<file path="src/rtl/sender_arbiter.sv">
`default_nettype none
// ============================================================================
// Module      : sender_arbiter
// Description : Round-robin arbiter that shares one byte-wide UART transmitter
//               between NREQ word producers, serialising 1-4 bytes MSB-first.
// Revision    : 1.0 - initial release
// ============================================================================
module sender_arbiter #(
    parameter int NREQ = 2
) (
    input  logic                      CLK,
    input  logic                      reset,
    input  logic [NREQ-1:0]           req,
    input  logic [32*NREQ-1:0]        req_data,
    input  logic [2*NREQ-1:0]         req_len,
    input  logic                      sender_ready,
    output logic [7:0]                output_data,
    output logic                      valid,
    output logic [NREQ-1:0]           ack,
    output logic                      busy,
    output logic [$clog2(NREQ)-1:0]   grant_id
);

    localparam int PW = $clog2(NREQ);
    localparam logic [NREQ-1:0] ACK_ONE = {{(NREQ-1){1'b0}}, 1'b1};

    typedef enum logic [1:0] {
        IDLE = 2'd0,
        SEND = 2'd1,
        GAP  = 2'd2,
        DONE = 2'd3
    } state_t;

    state_t          state, state_nxt;
    logic [PW-1:0]   rr_ptr, rr_ptr_nxt;
    logic [31:0]     shift_buf, shift_nxt;
    logic [2:0]      cnt, cnt_nxt;
    logic [7:0]      data_nxt;
    logic            valid_nxt;
    logic [NREQ-1:0] ack_nxt;
    logic            busy_nxt;
    logic [PW-1:0]   grant_nxt;

    logic            found;
    int              idx;
    int              win_idx;
    logic [31:0]     sel_data;
    logic [1:0]      sel_len;
    logic [31:0]     sel_aligned;

    // Round-robin search starting at rr_ptr, then mux out the winner's word.
    always_comb begin
        found   = 1'b0;
        win_idx = 0;
        idx     = 0;
        for (int k = 0; k < NREQ; k++) begin
            idx = int'(rr_ptr) + k;
            if (idx >= NREQ) begin
                idx = idx - NREQ;
            end
            for (int i = 0; i < NREQ; i++) begin
                if (!found && (i == idx) && req[i]) begin
                    found   = 1'b1;
                    win_idx = i;
                end
            end
        end

        sel_data = '0;
        sel_len  = '0;
        for (int i = 0; i < NREQ; i++) begin
            if (i == win_idx) begin
                sel_data = req_data[32*i +: 32];
                sel_len  = req_len[2*i +: 2];
            end
        end

        // Left-justify the selected low bytes so sending always takes [31:24].
        case (sel_len)
            2'd0:    sel_aligned = {sel_data[7:0],  24'h0};
            2'd1:    sel_aligned = {sel_data[15:0], 16'h0};
            2'd2:    sel_aligned = {sel_data[23:0], 8'h0};
            default: sel_aligned = sel_data;
        endcase
    end

    always_comb begin
        state_nxt  = state;
        rr_ptr_nxt = rr_ptr;
        shift_nxt  = shift_buf;
        cnt_nxt    = cnt;
        data_nxt   = output_data;
        valid_nxt  = 1'b0;
        ack_nxt    = '0;
        busy_nxt   = busy;
        grant_nxt  = grant_id;

        case (state)
            IDLE: begin
                if (found) begin
                    grant_nxt = PW'(win_idx);
                    cnt_nxt   = {1'b0, sel_len} + 3'd1;
                    shift_nxt = sel_aligned;
                    busy_nxt  = 1'b1;
                    state_nxt = SEND;
                end
            end
            SEND: begin
                if (sender_ready) begin
                    data_nxt  = shift_buf[31:24];
                    valid_nxt = 1'b1;
                    shift_nxt = {shift_buf[23:0], 8'h0};
                    cnt_nxt   = cnt - 3'd1;
                    state_nxt = GAP;
                end
            end
            GAP: begin
                if (cnt == 3'd0) begin
                    ack_nxt   = ACK_ONE << grant_id;
                    state_nxt = DONE;
                end else begin
                    state_nxt = SEND;
                end
            end
            DONE: begin
                rr_ptr_nxt = (grant_id == PW'(NREQ - 1)) ? '0 : grant_id + PW'(1);
                busy_nxt   = 1'b0;
                state_nxt  = IDLE;
            end
            default: begin
                state_nxt = IDLE;
            end
        endcase
    end

    always_ff @(posedge CLK) begin
        if (reset) begin
            state       <= IDLE;
            rr_ptr      <= '0;
            shift_buf   <= '0;
            cnt         <= '0;
            output_data <= '0;
            valid       <= 1'b0;
            ack         <= '0;
            busy        <= 1'b0;
            grant_id    <= '0;
        end else begin
            state       <= state_nxt;
            rr_ptr      <= rr_ptr_nxt;
            shift_buf   <= shift_nxt;
            cnt         <= cnt_nxt;
            output_data <= data_nxt;
            valid       <= valid_nxt;
            ack         <= ack_nxt;
            busy        <= busy_nxt;
            grant_id    <= grant_nxt;
        end
    end

endmodule
`default_nettype wire

</file>
<file path="config.mk">
export PLATFORM = sky130hd
export DESIGN_NAME = sender_arbiter
export DESIGN_NICKNAME = d
export VERILOG_FILES = /design/src/rtl/sender_arbiter.sv
export SDC_FILE = /design/constraint.sdc
export NUM_CORES = 1
export LEC_CHECK = 0
export ABC_CLOCK_PERIOD_IN_PS = 2970
export BUFFER_PORTS_ARGS = -buffer_cell sky130_fd_sc_hd__buf_2
export CORE_UTILIZATION = 43
export DETAILED_ROUTE_END_ITERATION = 10
export PLACE_DENSITY = 0.69
export SYNTH_ARGS = -nofsm -noshare
export SYNTH_HDL_FRONTEND = slang
export SYNTH_SLANG_ARGS = --single-unit
</file>
<file path="constraint.sdc">
create_clock -name CLK -period 2.97 [get_ports CLK]
set_clock_uncertainty 0.05 [all_clocks]
set_input_delay 0.4455 -clock CLK [delete_from_list [all_inputs] [get_ports CLK]]
set_output_delay 0.4455 -clock CLK [all_outputs]
set_load 0.01 [all_outputs]
</file>
==> results.txt, run 1 <==
* Outcome: finished, violations left
- Violations in the final reports: DRC
* Number of iterations in the first detailed-routing pass: 7
- Yosys printed 0 warnings.
- After detailed routing, the number of vias per cell comes to 5.85.
- First-pass GRT wire length: 13.0 mm
- The synthesized design contains 0 enable-type register cells.
* Post-DP HPWL: 5.69 mm
- Total Wirelength: 7.84 mm
* Max-slew violation count: 0
- In the routed design, unresolved DRC markers number 12.
- In this run the cell area measured after placement is 0.00333 sq mm.
- Utilization after layout: 53.1%
- The H-tree generated during clock tree synthesis spans 2 levels.
- Die Height: 83.8 microns
- Normalized max-slew margin: 36.8%
- Per report_power, the clock group accounts for 24.1% of the total.
- The path class of the tightest hold or removal check is reg -> reg.
- In the final design database the tool counted 490 nets.
- STA classifies the critical path startpoint as a flop.
- Number of placement rows: 29
- Remaining antenna violation count: 0
* Initial antenna violation count: 0
* Antenna diode count: 0
- The routed layout has 2859 vias.
* Initial DRC count: 163
- At the pin with the least slew margin, the transition time is 948 ps.
- Maximum fanout along the worst path: 14
- For this design the total switching power over the nets is 535 uW.
- Entering global routing, the biggest net connects 52 pins.
- The total count of hold-check failures in the final report was 0.
- The number of hold buffers added after CTS was 0.
* Netlist area before placement: 0.00288 sq mm
- Clock-pin slew was measured on the worst setup and hold paths at 90 ps.
- Number of global-route vias before repair: 2675
- The share of the Yosys chip area taken by registers is 35.5%.
- Data on the critical path is required at its endpoint by 3130 ps.
* Buffer levels on the longest clock path: 2
* Total routing resource utilization after global routing: 23.1%
- Sum of negative setup slack: 0 ps
* Total overflow reported by the global router: 0
* # Max-Cap Violations: 0
* Layout area overhead: 18.6%
- Dividing total power by cell area gives a power density of 483 mW/mm^2.
- Once the floorplan was initialized, standard cells occupied 44.8% of the core.
* Synthesized netlist cell count: 337
- For this run, asynchronously set or reset flops after synthesis account for 0%.
- Summed over all cells, the static leakage comes to 0.00143 uW.
* Minimum clock period: 2560 ps
* Maximum clock rate: 391 MHz
- CTS tree: built
* Post-CTS setup buffers: 0
- Summed area of non-filler cells in the final layout: 0.00341 sq mm
* Final setup violation count: 0
- The die covers 0.00702 sq mm.
- In this run, CTS created clock tree buffers numbering 5.
- Dividing the detail-routed wire length by the instance count gives 16.0 microns.
- In this run, post-CTS repair resized a total of 0 instances.
- Unique masters post-synth: 40
- Proportion of power drawn by flip-flops and latches: 47.9%
- Crit Path Category: reg -> reg
- The number of nets handed over by synthesis was 416.
* Dominant cell type by area after synthesis: sky130_fd_sc_hd__dfxtp_1
* Root Buffer Master: sky130_fd_sc_hd__clkbuf_8
* Maximum ir drop on the vdd rail: 0.000210 V
- In this run the biggest area consumer among cell types represents 35.5% of the synthesized area.
* Post-synthesis average cell area: 8.54 sq um
- Setup slack on the worst flop-to-flop path: 410 ps
* Synthesis-stage register bit count: 51
* RSZ-0062 raised after global routing: false
* Std-Cell Core Area: 0.00642 sq mm
- For this design the top-level I/O count stands at 86.
- Critical Path AT: 2720 ps
- Measured along the x axis, the die boundary spans 83.8 microns.
* Area contributors post-synth: sky130_fd_sc_hd__dfxtp_1 35%, sky130_fd_sc_hd__mux2_2 7.8%, sky130_fd_sc_hd__a22oi_1 6.8%, sky130_fd_sc_hd__a221oi_1 6.1%, sky130_fd_sc_hd__nand2_1 6.0%
- Logic gate share of total power: 28.1%
- Net switching fraction of the power: 32.5%
- Fraction of layout instances using a drive strength above 1: 33.3%
- Input and output buffers added on the ports amount to 85.
- Dominant synthesized flop cell: sky130_fd_sc_hd__dfxtp_1
- Share of the clock period used by the worst path after layout: 86.2%
- The worst setup path is captured at a flop.
- Final weighted congestion in routability-driven placement: 0.844
* Clock latency on the worst-skew pair: 310 ps
* Sink count of the clock tree: 51
- Internal Pwr Total: 1110 uW
## worst max-delay path: stages, from the launching register on
cell,delay (ps)
sky130_fd_sc_hd__dfxtp_1,340
sky130_fd_sc_hd__nand2b_2,150
sky130_fd_sc_hd__and2_1,270
sky130_fd_sc_hd__mux2i_1,250
sky130_fd_sc_hd__inv_1,90
sky130_fd_sc_hd__ha_1,220
sky130_fd_sc_hd__buf_4,190
sky130_fd_sc_hd__nor2b_1,450
sky130_fd_sc_hd__a22oi_1,170
sky130_fd_sc_hd__a221oi_1,270
## cells in the mapped netlist (5+ instances only)
cell type                  number
sky130_fd_sc_hd__a211oi_1      16
sky130_fd_sc_hd__a21oi_1       24
sky130_fd_sc_hd__a221oi_1      20
sky130_fd_sc_hd__a22oi_1       26
sky130_fd_sc_hd__buf_2          5
sky130_fd_sc_hd__clkbuf_1      14
sky130_fd_sc_hd__dfxtp_1       51
sky130_fd_sc_hd__ha_1           6
sky130_fd_sc_hd__inv_1          5
sky130_fd_sc_hd__mux2_2        20
sky130_fd_sc_hd__mux2i_1        5
sky130_fd_sc_hd__nand2_1       46
sky130_fd_sc_hd__nor2_1        29
sky130_fd_sc_hd__o21ai_0       15
sky130_fd_sc_hd__or3_1          5
## cell families after synthesis
| family | Yosys count | share of synthesized area [%] |
|---|---|---|
| flops | 51 | 35.5 |
| fa+ha+maj | 6 | 2.61 |
| simple gates | 101 | 16.1 |
| xor+xnor | 1 | 0.304 |
| mux | 29 | 11.7 |
| compound gates | 116 | 28.1 |
| buf+inv | 33 | 5.70 |
## power by group through the flow
stage	sequential, uW	combinational [uW]	clock, uW
4_1_cts	787	460	404
3_3_place_gp	801	454	0
5_1_grt	795	514	435
6_report	788	462	397
3_5_place_dp	803	458	0
2_1_floorplan	789	325	0
## cells in the final DEF, fill, tap and decap left out, drive strengths merged
cell / netlist / final
buf: 14 / 95
dfxtp: 51 / 51
nand2: 47 / 47
nor2: 29 / 29
a22oi: 26 / 26
a21oi: 24 / 24
mux2: 24 / 24
a221oi: 20 / 20
a211oi: 16 / 16
o21ai: 16 / 16
ha: 6 / 6
inv: 5 / 5
mux2i: 5 / 5
or3: 5 / 5
clkbuf: 14 / 5
nor2b: 4 / 4
or4b: 4 / 4
a311o: 4 / 4
a31oi: 4 / 4
nor3: 4 / 4
a31o: 3 / 3
clkinv: 0 / 3
and2: 2 / 2
nand2b: 2 / 2
o21a: 1 / 1
and3b: 1 / 1
xnor2: 1 / 1
nand3: 1 / 1
o22a: 1 / 1
and3: 1 / 1
a2111o: 1 / 1
nor3b: 1 / 1
## worst paths after layout
kind / startpoint / endpoint / cells after the start
min reg2reg: output_data[4]$_SDFFE_PP0P_ / output_data[4]$_SDFFE_PP0P_ / 2
max reg2reg: rr_ptr$_SDFFE_PP0P_ / shift_buf[19]$_SDFFE_PP0P_ / 9
min: output_data[4]$_SDFFE_PP0P_ / output_data[4]$_SDFFE_PP0P_ / 2
max: rr_ptr$_SDFFE_PP0P_ / shift_buf[19]$_SDFFE_PP0P_ / 9
## metrics by stage
stage               setup slack, ps  total power [uW]  hold WS (ps)  cells
floorplan                       449              1110           379    337
global placement                334              1250           391    481
detailed placement              219              1260           394    481
CTS                             413              1650           407    489
global route                    135              1740           421    489
finish                          410              1650           404    489
## flip-flops by register name, indices dropped and copies added (netlist names)
register / cells
busy: 1
grant_id: 1
cnt: 3
state: 2
shift_buf: 32
rr_ptr: 1
output_data: 8
ack: 2
valid: 1
## final cells by class
type / instances / area, sq um
Fill cell: 646 / 3010
Multi-Input combinational cell: 253 / 1690
Sequential cell: 51 / 1020
Timing Repair Buffer: 95 / 500
Tap cell: 77 / 96.3
Clock buffer: 5 / 68.8
Inverter: 5 / 18.8
Clock inverter: 3 / 15.0
## per-layer routing
layer	vias to the layer above	part of all wire, %	GRT usage, %
li1	1401	-	-
met1	1319	46	30.8
met2	125	45	37.3
met3	14	7.0	3.96
met4	0	1.7	8.78
met5	-	0	0
(Power assumes the default switching activity.)
==> run 2, diff against run 1 <==
--- a/config.mk
+++ b/config.mk
@@ -7,9 +7,11 @@
 export LEC_CHECK = 0
 export ABC_CLOCK_PERIOD_IN_PS = 2970
 export BUFFER_PORTS_ARGS = -buffer_cell sky130_fd_sc_hd__buf_2
+export CAP_MARGIN = 20
 export CORE_UTILIZATION = 43
 export DETAILED_ROUTE_END_ITERATION = 10
 export PLACE_DENSITY = 0.69
+export REMOVE_ABC_BUFFERS = 1
 export SYNTH_ARGS = -nofsm -noshare
 export SYNTH_HDL_FRONTEND = slang
 export SYNTH_SLANG_ARGS = --single-unit
==> constraint.sdc (replaced) <==
create_clock -name CLK -period 2.97 [get_ports CLK]
set_clock_uncertainty 0.05 [all_clocks]
set_input_delay 0.7425 -clock CLK [delete_from_list [all_inputs] [get_ports CLK]]
set_output_delay 0.7425 -clock CLK [all_outputs]
set_load 0.01 [all_outputs]
==> run 2 against run 1 <==
Compared with the run above:
- wire length increased by 4.0%
- sequential cell count unchanged
- critical path type is now in -> reg
- die area unchanged
- sequential power hardly changed
- the run still ends with DRC left
- critical endpoint is now shift_buf[25]$_SDFFE_PP0P_
- non-clock buffer count up 5
- core utilization up 0.88 points
- hold slack improved by 1.4 ps
- cell area rose by 1.6%
- via count increased by 1.7%
- fmax down 1.5%
- first-iteration DRC count grew 5.5%
==> results.txt, run 2 (same netlist as run 1, synthesis figures left out) <==
- Outcome: finished, violations left
- The final reports fail on DRC.
- STA classifies the critical path endpoint as a flop.
- CTS tree: built
- Max FFs per register: 32 (unchanged)
* Commonest non-fill, non-tap cells in the layout: 85 x sky130_fd_sc_hd__buf_2, 51 x sky130_fd_sc_hd__dfxtp_1, 46 x sky130_fd_sc_hd__nand2_1
- Starting utilization of the core area: 44.8% (unchanged)
- Minimum clock period: 2600 ps (+39.1 ps)
* Top reg by flops: shift_buf
* Max H-tree Level: 2 (unchanged)
* Area enclosed by the die boundary: 0.00702 sq mm (unchanged)
- Net switching fraction of the power: 30.7% (-1.8 points)
- Layout area overhead: 20.6%
- Routed vias: 2908 (+1.7%)
- Tightest Hold Check Type: reg -> reg
- Number of gates given a new drive strength after cts: 0 (unchanged)
* RSZ-0062 raised after global routing: false
- Met3 routed wirelength: 668 microns (+21%)
- Total routing resource utilization after global routing: 23.9% (+0.78 points)
- The number of setup violations in the final report was 0 (unchanged).
- Crit Path Category: in -> reg
- The share of power burned in registers came to 45.5% (-2.4 points).
- Maximum ir drop on the vdd rail: 0.000224 V (+6.8%)
- Slew at the pin closest to its max-slew limit: 1000 ps (+53.1 ps)
* Fill cell total of the finished layout: 628 (-2.8%)
* Number of iterations in the first detailed-routing pass: 8 (+1)
* Placed Area: 0.00337 sq mm (+1.1%)
- Maximum fanout along the worst path: 12 (-2)
- The routed wire length was 8.16 mm (+4.0%).
* Std-Cell Core Area: 0.00642 sq mm (unchanged)
- Number of I/O pins: 86 (unchanged)
* Reg clk slew, reported paths: 80 ps (about the same)
* Mean routed wirelength per cell: 16.5 microns (+3.2%)
- Largest net degree at the start of global routing: 38 (-27%)
- # Max-Cap Violations: 0 (unchanged)
* Logic gate share of total power: 27.2% (-0.9 points)
* Cts bufs inserted: 5 (unchanged)
* Die Height: 83.8 microns (unchanged)
* Internal Pwr Total: 1200 uW (+8.1%)
- Initial antenna violation count: 0 (unchanged)
* Highest metal layer used by the detailed router: met4
- The via count of the first global-routing pass is 2762 (+3.3%).
* Sink count of the clock tree: 51 (unchanged)
- Sum of negative setup slack: 0 ps (unchanged)
- The hold-fix buffer count after cts came to 0 (unchanged).
* Static leakage power: 0.00146 uW (+2.0%)
- Share of the clock period used by the worst path after layout: 87.5% (+1.3 points)
* Root Buffer Master: sky130_fd_sc_hd__clkbuf_8
- The post-CTS setup-driven buffer insertion count came to 0 (unchanged).
- The total half-perimeter wirelength after legalization and detailed placement was 5.81 mm (+2.0%).
- The total net switching power is 533 uW (-0.41%).
- Total overflow reported by the global router: 0 (unchanged)
* Remaining antenna violation count: 0 (unchanged)
- Initial DRC count: 172 (+5.5%)
- Fraction of layout instances using a drive strength above 1: 33.7% (+0.40 points)
* Top Registers: shift_buf x32, output_data x8, cnt x3
- DRC violation count after routing: 13 (+1)
- The final count of pins violating max slew came to 0 (unchanged).
- Final hold viol count: 0 (unchanged)
- The sum of internal, switching and leakage power came to 1730 uW (+5.3%).
- The arrival time of the worst setup path came to 2730 ps (about the same).
* Antenna diode count: 0 (unchanged)
* Clock latency on the worst-skew pair: 310 ps (about the same)
- Summed area of non-filler cells in the final layout: 0.00347 sq mm (+1.6%)
- Most common library cell in the layout ignoring fill and taps: sky130_fd_sc_hd__buf_2
- The chip width came to 83.8 microns (unchanged).
* P per Cell Area: 500 mW/mm^2 (+3.6%)
- Number of port buffers: 85 (unchanged)
* Buffer levels on the longest clock path: 2 (unchanged)
- Number of placement rows: 29 (unchanged)
* Nets@finish: 495 (+1.0%)
- The routed length on met1 came to 3.66 mm (+1.9%).
- First-pass GRT wire length: 13.4 mm (+2.8%)
- The wire length on met2 came to 3.70 mm (+4.0%).
* Worst Hold Slack: 405 ps (+1.43 ps)
* Normalized max-slew margin: 33.0% (-3.8 points)
- STA classifies the critical path startpoint as an input port.
* Vias/cell: 5.90 (+0.89%)
- Clock group share of total power: 27.4% (+3.3 points)
* Final weighted congestion in routability-driven placement: 0.854 (+1.2%)
* Maximum clock rate: 385 MHz (-1.5%)
- The required time of the critical path is 3100 ps (-30 ps).
==> run 2: cell types whose count changed in the layout (fill, tap and decap cells not counted), sizes merged <==
| cell | delta |
|---|---|
| buf | +5 |
| clkinv | -3 |
| bufinv | +1 |
| clkbuf | +1 |
==> run 2: area by class of cell <==
type / instances / area, sq um / share of cell area (%)
inverters: 5 / 18.8 / 0.541
repair buffers: 100 / 538 / 15.5
multi-input cells: 253 / 1690 / 48.8
flip-flops and latches: 51 / 1020 / 29.4
well taps: 77 / 96.3 / 2.78
clock buffers: 6 / 72.6 / 2.09
clock inverters: 1 / 30.0 / 0.865
==> run 2: power by group through the flow <==
stage / registers (uW) / clock network (uW) / logic [uW]
floorplan: 792 / 0 / 290
global placement: 801 / 0 / 458
detailed placement: 803 / 0 / 464
CTS: 788 / 483 / 467
global route: 796 / 511 / 522
finish: 789 / 475 / 472
==> run 2: metal layers <==
metal,track usage (%),vias to the layer above
li1,-,1408
met1,33.6,1352
met2,37.0,135
met3,4.45,13
met4,7.52,0
met5,0,-
==> run 2: critical path: stages <==
cell and delay [ps]:
sky130_fd_sc_hd__buf_2 130, sky130_fd_sc_hd__nand2b_2 80, sky130_fd_sc_hd__and2_1 210, sky130_fd_sc_hd__mux2i_1 150
sky130_fd_sc_hd__inv_1 100, sky130_fd_sc_hd__ha_1 170, sky130_fd_sc_hd__inv_1 60, sky130_fd_sc_hd__nor2_1 770
sky130_fd_sc_hd__a31o_2 280, sky130_fd_sc_hd__a211oi_1 40
==> run 2: path summary, 6_finish.rpt <==
check	from	to	slack, ps	cells past startpoint
max	req[0]	shift_buf[25]$_SDFFE_PP0P_	370	10
min	output_data[7]$_SDFFE_PP0P_	output_data[7]$_SDFFE_PP0P_	410	2
max reg2reg	rr_ptr$_SDFFE_PP0P_	shift_buf[25]$_SDFFE_PP0P_	510	9
min reg2reg	output_data[7]$_SDFFE_PP0P_	output_data[7]$_SDFFE_PP0P_	410	2
==> run 2: through the flow <==
step	instances	utilization [%]	worst slack (ps)
after floorplan	309	-	-469
after global placement	486	52.4	211
after detailed placement	486	52.4	68.7
after CTS	493	54.0	392
after global routing	493	54.0	238
final	493	54.0	371
==> run 3, diff against run 2 <==
--- a/config.mk
+++ b/config.mk
@@ -5,12 +5,13 @@
 export SDC_FILE = /design/constraint.sdc
 export NUM_CORES = 1
 export LEC_CHECK = 0
-export ABC_CLOCK_PERIOD_IN_PS = 2970
+export ABC_AREA = 1
+export ABC_CLOCK_PERIOD_IN_PS = 2650
 export BUFFER_PORTS_ARGS = -buffer_cell sky130_fd_sc_hd__buf_2
 export CAP_MARGIN = 20
 export CORE_UTILIZATION = 43
 export DETAILED_ROUTE_END_ITERATION = 10
-export PLACE_DENSITY = 0.69
+export PLACE_DENSITY = 0.67
 export REMOVE_ABC_BUFFERS = 1
 export SYNTH_ARGS = -nofsm -noshare
 export SYNTH_HDL_FRONTEND = slang
==> constraint.sdc (replaced) <==
create_clock -name CLK -period 2.65 [get_ports CLK]
set_clock_uncertainty 0.05 [all_clocks]
set_input_delay 0.6625 -clock CLK [delete_from_list [all_inputs] [get_ports CLK]]
set_output_delay 0.6625 -clock CLK [all_outputs]
set_load 0.01 [all_outputs]
==> run 3 against run 2 <==
Compared with the run above:
- the run now ends clean
- sequential power grew 15%
- first-iteration DRC count increased by 13%
- clock power is 7.4% lower
- clock-buffer cell count unchanged
- critical path depth increased by 3
- synthesized area up 14%
- die area increased by 14%
- sequential cell count did not move
- setup slack worse by 120 ps
- critical endpoint is now shift_buf[13]$_SDFFE_PP0P_
- largest cell class unchanged
- largest power group unchanged
==> results.txt, run 3 <==
* Outcome: finished clean
- The global-route wire length before repair was 14.5 mm (+8.5%).
- Initial antenna violation count: 0 (unchanged)
- Top post-synthesis cells by count: 125 x sky130_fd_sc_hd__nand2_1, 89 x sky130_fd_sc_hd__nand3_1, 58 x sky130_fd_sc_hd__inv_1
- For hold timing, the worst endpoint is shift_buf[6]$_SDFFE_PP0P_.
* Count of warnings emitted by yosys: 0 (unchanged)
- Met3 layer usage reported by global route: 3.14% (-1.3 points)
- The required time of the critical path was 2810 ps (-290 ps).
- The count of inserted antenna diode cells is 0 (unchanged).
- The remaining global-route overflow is 0 (unchanged).
- The chip width was 89.4 microns (+6.7%).
* Root Buffer Master: sky130_fd_sc_hd__clkbuf_8
* Crit Path Category: in -> reg
- Remaining antenna violation count: 0 (unchanged)
- Share of synthesized area occupied by flip-flops and latches: 31.1% (-4.4 points)
- Internal Pwr Total: 1300 uW (+8.1%)
- Leaving out fill and tap cells, the most frequent cell in the layout is sky130_fd_sc_hd__nand2_1.
* Post-layout power: 2020 uW (+16%)
* RSZ-0062 raised after global routing: false
- Top reg by flops: shift_buf
- Kind of end point of the critical path: flop
- Routed vias: 3655 (+26%)
- The detailed-router iteration count before antenna repair was 5 (-3).
- Number of flops mapped to enable cells by yosys: 0 (unchanged)
* Cts bufs inserted: 5 (unchanged)
- The starting utilization of the core area was 44.8% (about the same).
- The netlist area before placement was 0.00328 sq mm (+14%).
* Post-CTS setup buffers: 0 (unchanged)
- Critical Path AT: 2560 ps (-170 ps)
- Net switching fraction of the power: 35.6% (+4.9 points)
- Clock group share of total power: 21.8% (-5.6 points)
* Layout area overhead: 19.5%
- Logic gate share of total power: 33.3% (+6.1 points)
- Derived from the worst setup path, the maximum achievable clock frequency is 417 MHz.
- Top Registers: shift_buf x32, output_data x8, cnt x3
- Placed Area: 0.00384 sq mm (+14%)
* Dominant synthesized flop cell: sky130_fd_sc_hd__dfxtp_1
- Die Height: 89.4 microns (+6.7%)
- The sum of negative setup slack came to 0 ps (unchanged).
- The share of power burned in registers is 44.9% (-0.6 points).
- The maximum level of the CTS H-tree came to 2 (unchanged).
- The number of maximum-capacitance constraint violations came to 0 (unchanged).
- Normalized max-slew margin: 66.2% (+33 points)
- Number of port buffers: 85 (unchanged)
* Vias/cell: 5.12 (-13%)
* DRC violation count after routing: 0 (-13)
- TritonCTS built the clock tree.
* Cell with the most instances after synthesis: sky130_fd_sc_hd__nand2_1
* Critical register-to-register path endpoint: shift_buf[13]$_SDFFE_PP0P_
- The worst register-to-register path begins at rr_ptr$_SDFFE_PP0P_.
- Largest net degree at the start of global routing: 38 (unchanged)
- Final hold viol count: 0 (unchanged)
- The total of cells resized after clock tree synthesis is 0 (unchanged).
- Unique masters post-synth: 28 (-30%)
* Nets@finish: 693 (+40%)
- Minimum clock period: 2400 ps
- The fraction of layout instances using a drive strength above 1 was 20.0% (-14 points).
- The worst setup path is launched from an input port.
- Reg clk slew, reported paths: 90 ps (about the same)
- Maximum ir drop on the vdd rail: 0.000227 V (+1.2%)
* GR met2 Demand/Resource: 44.0% (+7.0 points)
- Synthesized netlist cell count: 531 (+58%)
- Clock latency on the worst-skew pair: 300 ps (about the same)
* Number of global-route vias before repair: 3315 (+20%)
- Share of synthesized flip-flops with an asynchronous set or reset: 0% (unchanged)
- Power spent charging and discharging nets: 717 uW (+35%)
* Total routing resource utilization after global routing: 23.3% (-0.64 points)
* Final std cells w/o fill: 714 (+45%)
* Setup slack on the worst flop-to-flop path: 440 ps (-70 ps)
* Sink count of the clock tree: 51 (unchanged)
* Post-synthesis average cell area: 6.19 sq um (-28%)
- Yosys attributes the largest share of cell area to sky130_fd_sc_hd__dfxtp_1 31%, sky130_fd_sc_hd__nand2_1 14%, sky130_fd_sc_hd__nand3_1 14%, sky130_fd_sc_hd__a21oi_1 7.2%, sky130_fd_sc_hd__inv_1 6.6%.
- Final setup violation count: 0 (unchanged)
* Max-slew violation count: 0 (unchanged)
* Number of I/O pins: 86 (unchanged)
- The pin slew with the least headroom to its limit came to 507 ps (-495 ps).
- Area enclosed by the die boundary: 0.00799 sq mm (+14%)
- Initial DRC count: 195 (+13%)
- The area inside the core boundary is 0.00733 sq mm (+14%).
* Total Wirelength: 9.02 mm (+11%)
- Fraction of met1 tracks used by global routing: 27.2% (-6.4 points)
- Maximum fanout along the worst path: 9 (-3)
- Post-DP HPWL: 6.65 mm (+15%)
- Hold_sp: shift_buf[6]$_SDFFE_PP0P_
- Max FFs per register: 32 (unchanged)
- Count of cells along the worst register-to-register path: 11 (+2)
- The tightest hold margin was 416 ps (+10.3 ps).
- The number of synthesized register bits was 51 (unchanged).
- The final design area excluding fillers is 0.00393 sq mm (+13%).
- GR peak layer: met2
- The average wire per standard cell came to 12.6 microns (-24%).
- Number of placement rows: 31 (+6.9%)
- Fraction of post-synthesis cell area in the top cell type by area: 31.1% (-4.4 points)
- The hold path depth is 2 (unchanged).
- The hold-fix buffer count after cts was 0 (unchanged).
- The final RePlAce weighted congestion came to 0.882 (+3.3%).
* Commonest non-fill, non-tap cells in the layout: 125 x sky130_fd_sc_hd__nand2_1, 89 x sky130_fd_sc_hd__nand3_1, 85 x sky130_fd_sc_hd__buf_2
- Tightest Hold Check Type: reg -> reg
- The placed instance count is 706 (+45%).
- Static leakage power: 0.00203 uW (+39%)
- Dominant cell type by area after synthesis: sky130_fd_sc_hd__dfxtp_1
- P per Cell Area: 514 mW/mm^2 (+2.7%)
- Share of the clock period used by the worst path after layout: 90.6%
- The buffer levels on the longest clock path was 2 (unchanged).
## run 3: area by class of cell
type	count	area, sq um
Timing Repair Buffer	103	573
Multi-Input combinational cell	389	1880
Sequential cell	51	1020
Fill cell	766	3400
Tap cell	99	124
Clock buffer	6	72.6
Inverter	64	243
Clock inverter	2	12.5
## run 3: critical path: stages
cell and delay (ps):
sky130_fd_sc_hd__buf_2 100, sky130_fd_sc_hd__inv_1 80, sky130_fd_sc_hd__o21ai_0 330, sky130_fd_sc_hd__nand2_1 80
sky130_fd_sc_hd__o21ai_0 110, sky130_fd_sc_hd__inv_1 100, sky130_fd_sc_hd__ha_1 280, sky130_fd_sc_hd__nand2_1 100
sky130_fd_sc_hd__clkinv_1 260, sky130_fd_sc_hd__nand3_1 190, sky130_fd_sc_hd__nand3_1 80, sky130_fd_sc_hd__nor2_1 130
sky130_fd_sc_hd__nor2_1 50
## run 3: how the worst max path moves through the flow
stage / startpoint / to / cells after the start
floorplan: req[0] / shift_buf[0]$_SDFFE_PP0P_ / 9
global placement: req[0] / shift_buf[13]$_SDFFE_PP0P_ / 13
detailed placement: req[0] / shift_buf[13]$_SDFFE_PP0P_ / 13
CTS: req[0] / shift_buf[8]$_SDFFE_PP0P_ / 13
global route: req[0] / shift_buf[15]$_SDFFE_PP0P_ / 13
finish: req[0] / shift_buf[13]$_SDFFE_PP0P_ / 13
## run 3: metal layers
| layer | part of all wire, % | routed length (microns) |
|---|---|---|
| met1 | 43 | 3910 |
| met4 | 1.9 | 174 |
| met2 | 50 | 4550 |
| met5 | 0 | 0 |
| met3 | 4.2 | 381 |
## run 3: through the flow
stage	worst slack, ps	util [%]
global route	28.9	53.6
floorplan	-583	-
detailed placement	-67.3	52.4
finish	250	53.6
CTS	252	53.6
global placement	-34.6	52.4
## run 3: power groups by stage
stage,clock network [uW],logic (uW),registers [uW]
floorplan,0,424,917
global placement,0,662,920
global route,475,759,915
CTS,446,674,904
detailed placement,0,671,921
finish,440,672,905
## run 3: logic make-up after synthesis
logic type	count (synthesis)	share of synthesized area, %
flops	51	31.1
simple gates	290	40.3
compound gates	93	14.7
fa+ha+maj	6	2.29
buf+inv	91	11.7
